File: src/rtl/mem_pkg.sv
// Shared definitions for the load/store sequencer.
//   state_e  : sequencer FSM states
//   SZ_*     : access size codes (byte, half, word, dword)
//   EXC_*    : exception codes returned with every response
//   size_be  : byte-enable pattern of an access, right-aligned (lane 0)
package mem_pkg;

  typedef enum logic [1:0] {
    IDLE = 2'd0,
    REQ  = 2'd1,
    WAIT = 2'd2,
    RESP = 2'd3
  } state_e;

  localparam logic [1:0] SZ_B = 2'd0;
  localparam logic [1:0] SZ_H = 2'd1;
  localparam logic [1:0] SZ_W = 2'd2;
  localparam logic [1:0] SZ_D = 2'd3;

  localparam logic [1:0] EXC_NONE = 2'b00;
  localparam logic [1:0] EXC_ADEL = 2'b01;
  localparam logic [1:0] EXC_ADES = 2'b10;
  localparam logic [1:0] EXC_BUS  = 2'b11;

  function automatic logic [7:0] size_be(input logic [1:0] size);
    case (size)
      SZ_B:    return 8'h01;
      SZ_H:    return 8'h03;
      SZ_W:    return 8'h0F;
      default: return 8'hFF;
    endcase
  endfunction

endpackage

File: src/rtl/mem_access_unit_ls_align.sv
// ls_align: purely combinational lane logic for the load/store sequencer.
// Ports:
//   chk_lane_i/chk_size_i : byte lane and size of the incoming request
//   misaligned_o          : access is not naturally aligned (or dword on 32-bit)
//   st_data_i             : right-aligned store data of the incoming request
//   st_be_o/st_data_o     : byte enables and store data moved to their lanes
//   ld_lane_i/ld_size_i/ld_sext_i : registered lane, size, sign flag of the load
//   ld_raw_i              : raw bus read data
//   ld_data_o             : selected and extended load result
module ls_align
  import mem_pkg::*;
#(
  parameter int DATA_W = 32,
  localparam int NB = DATA_W / 8,
  localparam int LW = $clog2(NB)
) (
  input  logic [LW-1:0]     chk_lane_i,
  input  logic [1:0]        chk_size_i,
  output logic              misaligned_o,
  input  logic [DATA_W-1:0] st_data_i,
  output logic [NB-1:0]     st_be_o,
  output logic [DATA_W-1:0] st_data_o,
  input  logic [LW-1:0]     ld_lane_i,
  input  logic [1:0]        ld_size_i,
  input  logic              ld_sext_i,
  input  logic [DATA_W-1:0] ld_raw_i,
  output logic [DATA_W-1:0] ld_data_o
);

  logic [NB-1:0]     st_be_base;
  logic [NB-1:0]     ld_be_base;
  logic [DATA_W-1:0] st_bmask;
  logic [DATA_W-1:0] ld_bmask;
  logic [DATA_W-1:0] ld_shift;
  logic              ld_sign;

  always_comb begin
    st_be_base = NB'(size_be(chk_size_i));
    ld_be_base = NB'(size_be(ld_size_i));
    for (int i = 0; i < DATA_W; i++) begin
      st_bmask[i] = st_be_base[i/8];
      ld_bmask[i] = ld_be_base[i/8];
    end

    case (chk_size_i)
      SZ_B:    misaligned_o = 1'b0;
      SZ_H:    misaligned_o = chk_lane_i[0];
      SZ_W:    misaligned_o = |chk_lane_i[1:0];
      default: misaligned_o = (DATA_W == 32) ? 1'b1 : (|chk_lane_i);
    endcase

    // Store data may carry junk above the access size; mask before shifting.
    st_be_o   = st_be_base << chk_lane_i;
    st_data_o = (st_data_i & st_bmask) << {chk_lane_i, 3'b000};

    ld_shift = ld_raw_i >> {ld_lane_i, 3'b000};
    case (ld_size_i)
      SZ_B:    ld_sign = ld_shift[7];
      SZ_H:    ld_sign = ld_shift[15];
      SZ_W:    ld_sign = ld_shift[31];
      default: ld_sign = ld_shift[DATA_W-1];
    endcase
    // A full-width access has an all-ones mask, so extension is a no-op.
    ld_data_o = ld_shift & ld_bmask;
    if (ld_sext_i && ld_sign) begin
      ld_data_o = ld_data_o | ~ld_bmask;
    end
  end

endmodule

File: src/rtl/mem_access_unit.sv
// mem_access_unit: one-at-a-time load/store sequencer between the M stage
// and the data bus.
// Ports:
//   clk, reset                      : clock, synchronous active-high reset
//   req_valid/req_ready/req_*       : operation offered by the M stage
//   rsp_valid/rsp_ready/rsp_*       : extended load data plus exception code
//   bus_req/bus_gnt/bus_addr/bus_we/bus_be/bus_wdata : bus request phase
//   bus_rvalid/bus_rdata            : bus read data phase
//   busy                            : sequencer not idle; M stage stalls
// Handshakes: a transfer happens on a cycle where valid and ready are both
// high at the rising edge; a holder of valid keeps its payload stable until
// that edge. bus_req/bus_gnt and rsp_valid/rsp_ready follow the same rule.
module mem_access_unit
  import mem_pkg::*;
#(
  parameter int DATA_W  = 32,
  parameter int ADDR_W  = 32,
  parameter int TIMEOUT = 16
) (
  input  logic                clk,
  input  logic                reset,
  input  logic                req_valid,
  output logic                req_ready,
  input  logic [ADDR_W-1:0]   req_addr,
  input  logic                req_we,
  input  logic [1:0]          req_size,
  input  logic                req_sext,
  input  logic [DATA_W-1:0]   req_wdata,
  output logic                rsp_valid,
  input  logic                rsp_ready,
  output logic [DATA_W-1:0]   rsp_rdata,
  output logic [1:0]          rsp_exc,
  output logic                bus_req,
  input  logic                bus_gnt,
  output logic [ADDR_W-1:0]   bus_addr,
  output logic                bus_we,
  output logic [DATA_W/8-1:0] bus_be,
  output logic [DATA_W-1:0]   bus_wdata,
  input  logic                bus_rvalid,
  input  logic [DATA_W-1:0]   bus_rdata,
  output logic                busy
);

  localparam int NB = DATA_W / 8;
  localparam int LW = $clog2(NB);
  localparam int CW = $clog2(TIMEOUT) + 1;
  localparam logic [CW-1:0] CNT_LAST = CW'(TIMEOUT - 1);

  state_e            state_q, state_d;
  logic [ADDR_W-1:0] addr_q, addr_d;
  logic              we_q, we_d;
  logic [1:0]        size_q, size_d;
  logic              sext_q, sext_d;
  logic [NB-1:0]     be_q, be_d;
  logic [DATA_W-1:0] wdata_q, wdata_d;
  logic [CW-1:0]     cnt_q, cnt_d;
  logic [DATA_W-1:0] rdata_q, rdata_d;
  logic [1:0]        exc_q, exc_d;

  logic              al_misaligned;
  logic [NB-1:0]     al_be;
  logic [DATA_W-1:0] al_wdata;
  logic [DATA_W-1:0] al_ldata;
  logic              timed_out;
  logic              in_req;

  // Store lanes are computed from the incoming request and registered, so
  // the bus outputs never see a combinational path from req_*.
  ls_align #(.DATA_W(DATA_W)) u_align (
    .chk_lane_i   (req_addr[LW-1:0]),
    .chk_size_i   (req_size),
    .misaligned_o (al_misaligned),
    .st_data_i    (req_wdata),
    .st_be_o      (al_be),
    .st_data_o    (al_wdata),
    .ld_lane_i    (addr_q[LW-1:0]),
    .ld_size_i    (size_q),
    .ld_sext_i    (sext_q),
    .ld_raw_i     (bus_rdata),
    .ld_data_o    (al_ldata)
  );

  // A late grant can push the count past the last value; >= still ends WAIT.
  assign timed_out = (cnt_q >= CNT_LAST);

  always_comb begin
    state_d = state_q;
    addr_d  = addr_q;
    we_d    = we_q;
    size_d  = size_q;
    sext_d  = sext_q;
    be_d    = be_q;
    wdata_d = wdata_q;
    cnt_d   = cnt_q;
    rdata_d = rdata_q;
    exc_d   = exc_q;
    case (state_q)
      IDLE: begin
        if (req_valid) begin
          addr_d  = req_addr;
          we_d    = req_we;
          size_d  = req_size;
          sext_d  = req_sext;
          be_d    = al_be;
          wdata_d = al_wdata;
          rdata_d = '0;
          cnt_d   = '0;
          if (al_misaligned) begin
            exc_d   = req_we ? EXC_ADES : EXC_ADEL;
            state_d = RESP;
          end else begin
            exc_d   = EXC_NONE;
            state_d = REQ;
          end
        end
      end
      REQ: begin
        cnt_d = cnt_q + CW'(1);
        if (bus_gnt) begin
          state_d = we_q ? RESP : WAIT;
        end else if (timed_out) begin
          exc_d   = EXC_BUS;
          state_d = RESP;
        end
      end
      WAIT: begin
        cnt_d = cnt_q + CW'(1);
        if (bus_rvalid) begin
          rdata_d = al_ldata;
          state_d = RESP;
        end else if (timed_out) begin
          exc_d   = EXC_BUS;
          state_d = RESP;
        end
      end
      RESP: begin
        if (rsp_ready) begin
          state_d = IDLE;
        end
      end
      default: state_d = IDLE;
    endcase
  end

  always_ff @(posedge clk) begin
    if (reset) begin
      state_q <= IDLE;
      addr_q  <= '0;
      we_q    <= 1'b0;
      size_q  <= SZ_B;
      sext_q  <= 1'b0;
      be_q    <= '0;
      wdata_q <= '0;
      cnt_q   <= '0;
      rdata_q <= '0;
      exc_q   <= EXC_NONE;
    end else begin
      state_q <= state_d;
      addr_q  <= addr_d;
      we_q    <= we_d;
      size_q  <= size_d;
      sext_q  <= sext_d;
      be_q    <= be_d;
      wdata_q <= wdata_d;
      cnt_q   <= cnt_d;
      rdata_q <= rdata_d;
      exc_q   <= exc_d;
    end
  end

  assign in_req    = (state_q == REQ);
  assign req_ready = (state_q == IDLE) && !reset;
  assign busy      = (state_q != IDLE);
  assign rsp_valid = (state_q == RESP);
  assign rsp_rdata = rsp_valid ? rdata_q : '0;
  assign rsp_exc   = rsp_valid ? exc_q : EXC_NONE;
  assign bus_req   = in_req;
  assign bus_we    = in_req & we_q;
  assign bus_be    = in_req ? be_q : '0;
  assign bus_wdata = in_req ? wdata_q : '0;
  assign bus_addr  = in_req ? {addr_q[ADDR_W-1:LW], {LW{1'b0}}} : '0;

endmodule

File: config.mk
export PLATFORM = sky130hd
export DESIGN_NAME = mem_access_unit
export DESIGN_NICKNAME = d
export VERILOG_FILES = /design/src/rtl/mem_pkg.sv /design/src/rtl/mem_access_unit_ls_align.sv /design/src/rtl/mem_access_unit.sv
export SDC_FILE = /design/constraint.sdc
export NUM_CORES = 1
export LEC_CHECK = 0
export CORE_ASPECT_RATIO = 2
export CORE_MARGIN = 4
export CORE_UTILIZATION = 50
export CTS_CLUSTER_SIZE = 24
export DETAILED_ROUTE_END_ITERATION = 16
export DONT_BUFFER_PORTS = 1
export SLEW_MARGIN = 20
export SYNTH_ARGS = -nofsm -noshare
export SYNTH_HDL_FRONTEND = slang
export SYNTH_SLANG_ARGS = --single-unit
File: constraint.sdc
create_clock -name clk -period 4.2 [get_ports clk]
set_input_delay 0.21 -clock clk [delete_from_list [all_inputs] [get_ports clk]]
set_output_delay 0.21 -clock clk [all_outputs]
set_load 0.005 [all_outputs]
Yosys cells after proc, flatten, opt, wreduce, memory -nomap -nowiden

Index checks and enable logic that the tools add are counted.

Flip-flop bits (word level): 113
Input port bits: 106
Output and inout bits: 107
Word-level logic and storage cells: 79

$add $sub $neg: 1
Magnitude comparators: 1
Equal/unequal tests: 12
Shift-type cells: 3
Mux-type cells: 30
Bitwise logic cells: 5
Reductions and logical operators: 17

Operators by type and width:

| operator                                            | count |
|---|---|
| 2-to-1 mux 32 bit                                   | 6 |
| AND 32 bit                                          | 2 |
| one-hot mux 32 bit (2 select lines)                 | 1 |
| NOT 32 bit                                          | 1 |
| OR 32 bit                                           | 1 |
| left shift 32 x 5 -> 32 bit                         | 1 |
| >> shifter 32 x 5 -> 32 bit                         | 1 |
| 2-to-1 mux 2 bit                                    | 13 |
| one-hot mux 4 bit (3 select lines)                  | 2 |
| one-hot mux 5 bit (2 select lines)                  | 1 |
| == test 2 bit, second input constant                | 4 |
| != test 2 bit, second input constant                | 4 |
| one-hot mux 2 bit (4 select lines)                  | 1 |
| == test 2 x 1 -> 1 bit, second input constant       | 3 |
| zero test 2 bit                                     | 3 |
| one-hot mux 2 bit (3 select lines)                  | 1 |
| AND reduction 2 bit                                 | 3 |
| nonzero test 2 bit                                  | 3 |
| adder 5 x 1 -> 5 bit, second input constant         | 1 |
| >= comparator 5 x 4 -> 1 bit, second input constant | 1 |
| 2-to-1 mux 5 bit                                    | 1 |
| 2-to-1 mux 4 bit                                    | 1 |
| AND reduction 4 bit                                 | 1 |
| OR reduction 2 bit                                  | 2 |
| 10 further kinds                                    | 11 |

Logic depth before layout (Yosys ltp)

Word-level depth: 7
Depth in mapped cells: 8
Depth with buffers taken out: 7

By module

A second synthesis with hierarchy kept.

Cells, all modules: 871
Area, all modules: 6432.4 um2

By module, submodules not included:

| module          | instances | cells each | area each (um2) | seq. area each (um2) |
|---|---|---|---|---|
| mem_access_unit | 1         | 654        | 4989.8          | 2262.2 |
| ls_align        | 1         | 217        | 1442.6          | 0.0 |

Worst setup path after synthesis

No wires, ideal clock.

Path type: register to register
Start: register state_q[1]
End: register rdata_q[21]
Arrival time: 1.924 ns
Path slack: 2.201 ns
Stages on the path, launching flop included: 9
Path through: dfxtp_1 > inv_1 > ha_1 > nor2b_4 > buf_6 > or3_1 > a2111o_1 > buf_6 > o21ai_0

Word-level cells in the longest chain between the ends: 3
Elaborated cells between the ends (all ways): 7
Those cells by class: eq/ne (3); mux (1); reduce/logical (3)

Ends and longest elaborated chain:

| what                                                                        | line                   | RTL |
|---|---|---|
| from (decl)                                                                 | mem_access_unit.sv:49  | `state_e state_q, state_d;` |
| from (signal assigned)                                                      | mem_access_unit.sv:158 | `state_q <= state_d;` |
| == test 2 bit / zero test 2 bit (equally long branches)                     | mem_access_unit.sv:97  | `case (state_q)` |
| != test 2 bit (no source line) / nonzero test 2 bit (equally long branches) | --                     |  |
| AND reduction 3 bit (no source line)                                        | --                     |  |
| to (signal assigned)                                                        | mem_access_unit.sv:166 | `rdata_q <= rdata_d;` |
| to (decl)                                                                   | mem_access_unit.sv:57  | `logic [DATA_W-1:0] rdata_q, rdata_d;` |

Several ways; a longest one is shown, not always the timed one.
A chain may end at the register's enable or synchronous reset.

Worst setup path after layout

Start: register state_q[1]
End: register addr_q[0]

Word-level cells in the longest chain between the ends: 2

Ends and longest elaborated chain:

| what                                 | line                   | RTL |
|---|---|---|
| zero test 2 bit                      | mem_access_unit.sv:97  |  |
| AND reduction 2 bit (no source line) | --                     |  |
| to (signal assigned)                 | mem_access_unit.sv:159 | `addr_q <= addr_d;` |
| to (decl)                            | mem_access_unit.sv:50  | `logic [ADDR_W-1:0] addr_q, addr_d;` |

No other way between the ends.

==> out/metrics.cfg <==
[drt]
count_of_routing_violations_after_the_opening_detailed_route_iteration = 264
avgRoutedWirePerCell_um = 20.5
drcViolationCount = 0
vias_per_cell = 6.03
route.antenna.remaining_nets = 0
drt_wl_total_mm = 18.1
routed-via-count = 5315
drtPass1Iterations = 6

[setup_path]
critical_setup_path_kind = register to register
timing.critical_path.slowest_cell_delay_ps = 620
r2r-start = state_q[1]$_SDFFE_PP0P_
critical_path.slowest_cell = sky130_fd_sc_hd__and2_2
reg2reg_setup_slack_ps = 1520
critical_path.startpoint_type = register
top_fanout_value_on_the_critical_path = 38
timing.critical_path.from = state_q[1]$_SDFFE_PP0P_
critPathArrivalTime_ps = 3020
worst_setup_path_endpoint = addr_q[0]$_SDFFE_PP0P_
worstPathCellList = inv_1 -> ha_1 -> and2_2 -> buf_4 -> nand2_1 -> a21oi_1 -> dlygate4sd3_1
timing.critical_path.required_ps = 4540
worst-r2r-cell-count = 7
critical_path.reg2reg.endpoint = addr_q[0]$_SDFFE_PP0P_
timing.critical_path.to_type = register

[logic_synthesis]
synth.top_cells.by_area = sky130_fd_sc_hd__dfxtp_1 39%, sky130_fd_sc_hd__and2_1 11%, sky130_fd_sc_hd__a22oi_1 6.2%, sky130_fd_sc_hd__a21oi_1 5.6%, sky130_fd_sc_hd__nand2_1 5.6%
netlist_area_um2 = 5780
synth.yosys.warnings = 0
synth-main-ff-cell = sky130_fd_sc_hd__dfxtp_1
synth_cells = 717
edff_count_synth = 0
post-synth-top-area-fraction_pct = 39.2
ff_latch_count_synth = 113
synth_area_leader_cell = sky130_fd_sc_hd__dfxtp_1
synth-seq-area-share_pct = 39.2
synth_area_per_cell_um2 = 8.06
synthDistinctLibCells = 43
ys_async_sr_fraction_pct = 0

[cts]
cts-htree-levels = 4
ctsHoldBuffers = 46
cts_made_buffers = 17
post_cts.repair.setup_buffers = 0
cts_resized = 0
clk_root_buffer_cell = sky130_fd_sc_hd__clkbuf_16
clock_sinks = 113
cts_tree = built
clock_tree.buffer_depth = 2
clkSlewWorstSetupHoldPaths_ps = 50
clk_latency_ps = 400

[pwr]
pwr_density_cell_nw_per_um2 = 566
leakagePower_uw = 0.00255
maximum_ir_drop_on_the_vdd_rail_mv = 0.342

[cells_and_area]
post-route-cell-area_um2 = 6840
nNetsFinal = 840
area_growth_syn_to_layout_pct = 18.4
antenna_cells_inserted = 0
fraction_of_layout_instances_using_a_drive_strength_above_1_pct = 8.93
mostFrequentLayoutCell = sky130_fd_sc_hd__dfxtp_1
layoutNonFillerInstCount = 881
commonest_non_fill_non_tap_cells_in_the_layout = 113 x sky130_fd_sc_hd__dfxtp_1, 100 x sky130_fd_sc_hd__and2_1, 85 x sky130_fd_sc_hd__nand2_1

[grt]
grt.total_usage_pct = 26.4
number_of_global_route_vias_before_repair = 5322
overflow = 0
grt_antenna_before_repair = 0
grt_start_max_net_pins = 103
grt_first_pass_wirelength_mm = 28.0

[floorplan]
die_outline_width_um = 84.0
floorplan.initialDensity_pct = 51.2
floorplan.die_area_um2 = 13400
design.core.area_um2 = 11300
placement_rows = 55
die_h_um = 160
ioPinCount = 213

[sta]
final.period_utilization_pct = 63.8
worst-slew-pin-transition_ps = 946
timing_hold_violations_final = 0
grt_setup_unrepaired = no
report.final.setup_viol = 0
timing.final.max_slew_violations = 0
timing.slew.headroom_pct = 36.5
achievable-frequency_mhz = 373
totalNegativeSetupSlack_ps = 0
finClkSkew_ps = 9.60
time_the_final_worst_path_needs_with_i_o_delays_and_setup_ps = 2680

[placement]
port_buffers = 0
placedCellCount = 804
placed_cell_area_um2 = 5750
place_congestion = 0.860
place.detailed.hpwl_mm = 12.4

[min_path]
hp-class = input pin to register
min_delay_path_depth = 2

[flow_run]
number_of_maximum_capacitance_constraint_violations = 0

[outcome]
status = completed

[area by class of cell]
class | count | area, µm²
fill | 1061 | 4450
tap | 142 | 178
sequential | 113 | 2260
inverter | 13 | 48.8
multi-input combinational | 531 | 3230
clock inverter | 8 | 103
clock buffer | 23 | 498
timing repair buffer | 51 | 515
[worst max-delay path: cells and delay by family (launching register included)]
kind | cells | cell delay (ps)
AO/OA/AOI/OAI | 1 | 120
adder cells (fa/ha/maj) | 1 | 280
buffers and inverters | 3 | 1150
flip-flops | 1 | 350
AND/OR/NAND/NOR | 2 | 710
[routing by layer]
layer / share of wire [%] / vias to the layer above / track usage (%) / wire length, µm
li1: - / 2499 / - / -
met1: 33 / 2501 / 25.5 / 5930
met2: 53 / 233 / 47.5 / 9640
met3: 6.8 / 82 / 7.18 / 1230
met4: 7.0 / 0 / 18.2 / 1270
met5: 0 / - / 0 / 0
[logic make-up (layout without fill, tap and decap cells)]
logic type               Yosys count  after routing  share of synthesized area [%]
adder cells (fa/ha/maj)            7              7                           1.52
AND/OR/NAND/NOR                  289            289                           24.9
AO/OA/AOI/OAI                    201            201                           21.8
flip-flops                       113            113                           39.2
other                              1              2                         0.0649
buffers and inverters             74             95                           5.31
multiplexers                      32             32                           7.25
[registers in the layout, indices dropped and copies added (netlist names), 2 cells and up]
signal,count
addr_q,32
be_q,4
cnt_q,5
exc_q,2
rdata_q,32
size_q,2
state_q,2
wdata_q,32
[synthesized netlist by cell type (2+ instances only)]
cell type	n
sky130_fd_sc_hd__o211ai_1	2
sky130_fd_sc_hd__buf_1	4
sky130_fd_sc_hd__nand2_1	86
sky130_fd_sc_hd__nor2_1	55
sky130_fd_sc_hd__buf_6	2
sky130_fd_sc_hd__mux2_2	9
sky130_fd_sc_hd__dfxtp_1	113
sky130_fd_sc_hd__nand3_1	3
sky130_fd_sc_hd__buf_4	3
sky130_fd_sc_hd__o221a_2	8
sky130_fd_sc_hd__mux2i_1	16
sky130_fd_sc_hd__mux4_2	7
sky130_fd_sc_hd__and2_1	101
sky130_fd_sc_hd__or3_1	2
sky130_fd_sc_hd__nand2b_1	7
sky130_fd_sc_hd__ha_1	7
sky130_fd_sc_hd__clkbuf_1	50
sky130_fd_sc_hd__buf_2	2
sky130_fd_sc_hd__a22o_1	8
sky130_fd_sc_hd__a211oi_1	4
sky130_fd_sc_hd__o21ai_0	55
sky130_fd_sc_hd__nand3b_1	4
sky130_fd_sc_hd__inv_1	13
sky130_fd_sc_hd__a22oi_1	48
sky130_fd_sc_hd__nor3_1	24
sky130_fd_sc_hd__a21oi_1	65
sky130_fd_sc_hd__nor2b_1	3
[per-stage QoR]
step	hold slack, ps	setup WS [ps]	utilization, %	total power [µW]
final	13.7	1520	60.6	3870
after global routing	19.2	1310	60.6	4090
after CTS	1.66	1580	60.5	3890
after detailed placement	295	1890	50.9	2390
after global placement	292	2010	50.9	2350
after floorplan	346	2200	-	2160
[power breakdown]
part	total (µW)	switching, µW	internal [µW]
Sequential	1320	92.2	1230
Clock	1440	490	948
Combinational	1110	716	392
[worst min-delay path by stage]
stage,slack (ps),to,startpoint
2_1_floorplan,350,addr_q[10]$_SDFFE_PP0P_,req_addr[10]
3_3_place_gp,290,addr_q[1]$_SDFFE_PP0P_,reset
3_5_place_dp,290,addr_q[0]$_SDFFE_PP0P_,reset
4_1_cts,2,wdata_q[25]$_SDFFE_PP0P_,req_addr[1]
5_1_grt,20,wdata_q[28]$_SDFFE_PP0P_,req_addr[1]
6_report,10,rdata_q[30]$_SDFFE_PP0P_,bus_rdata[30]
Power figures use the tool's default switching activity.
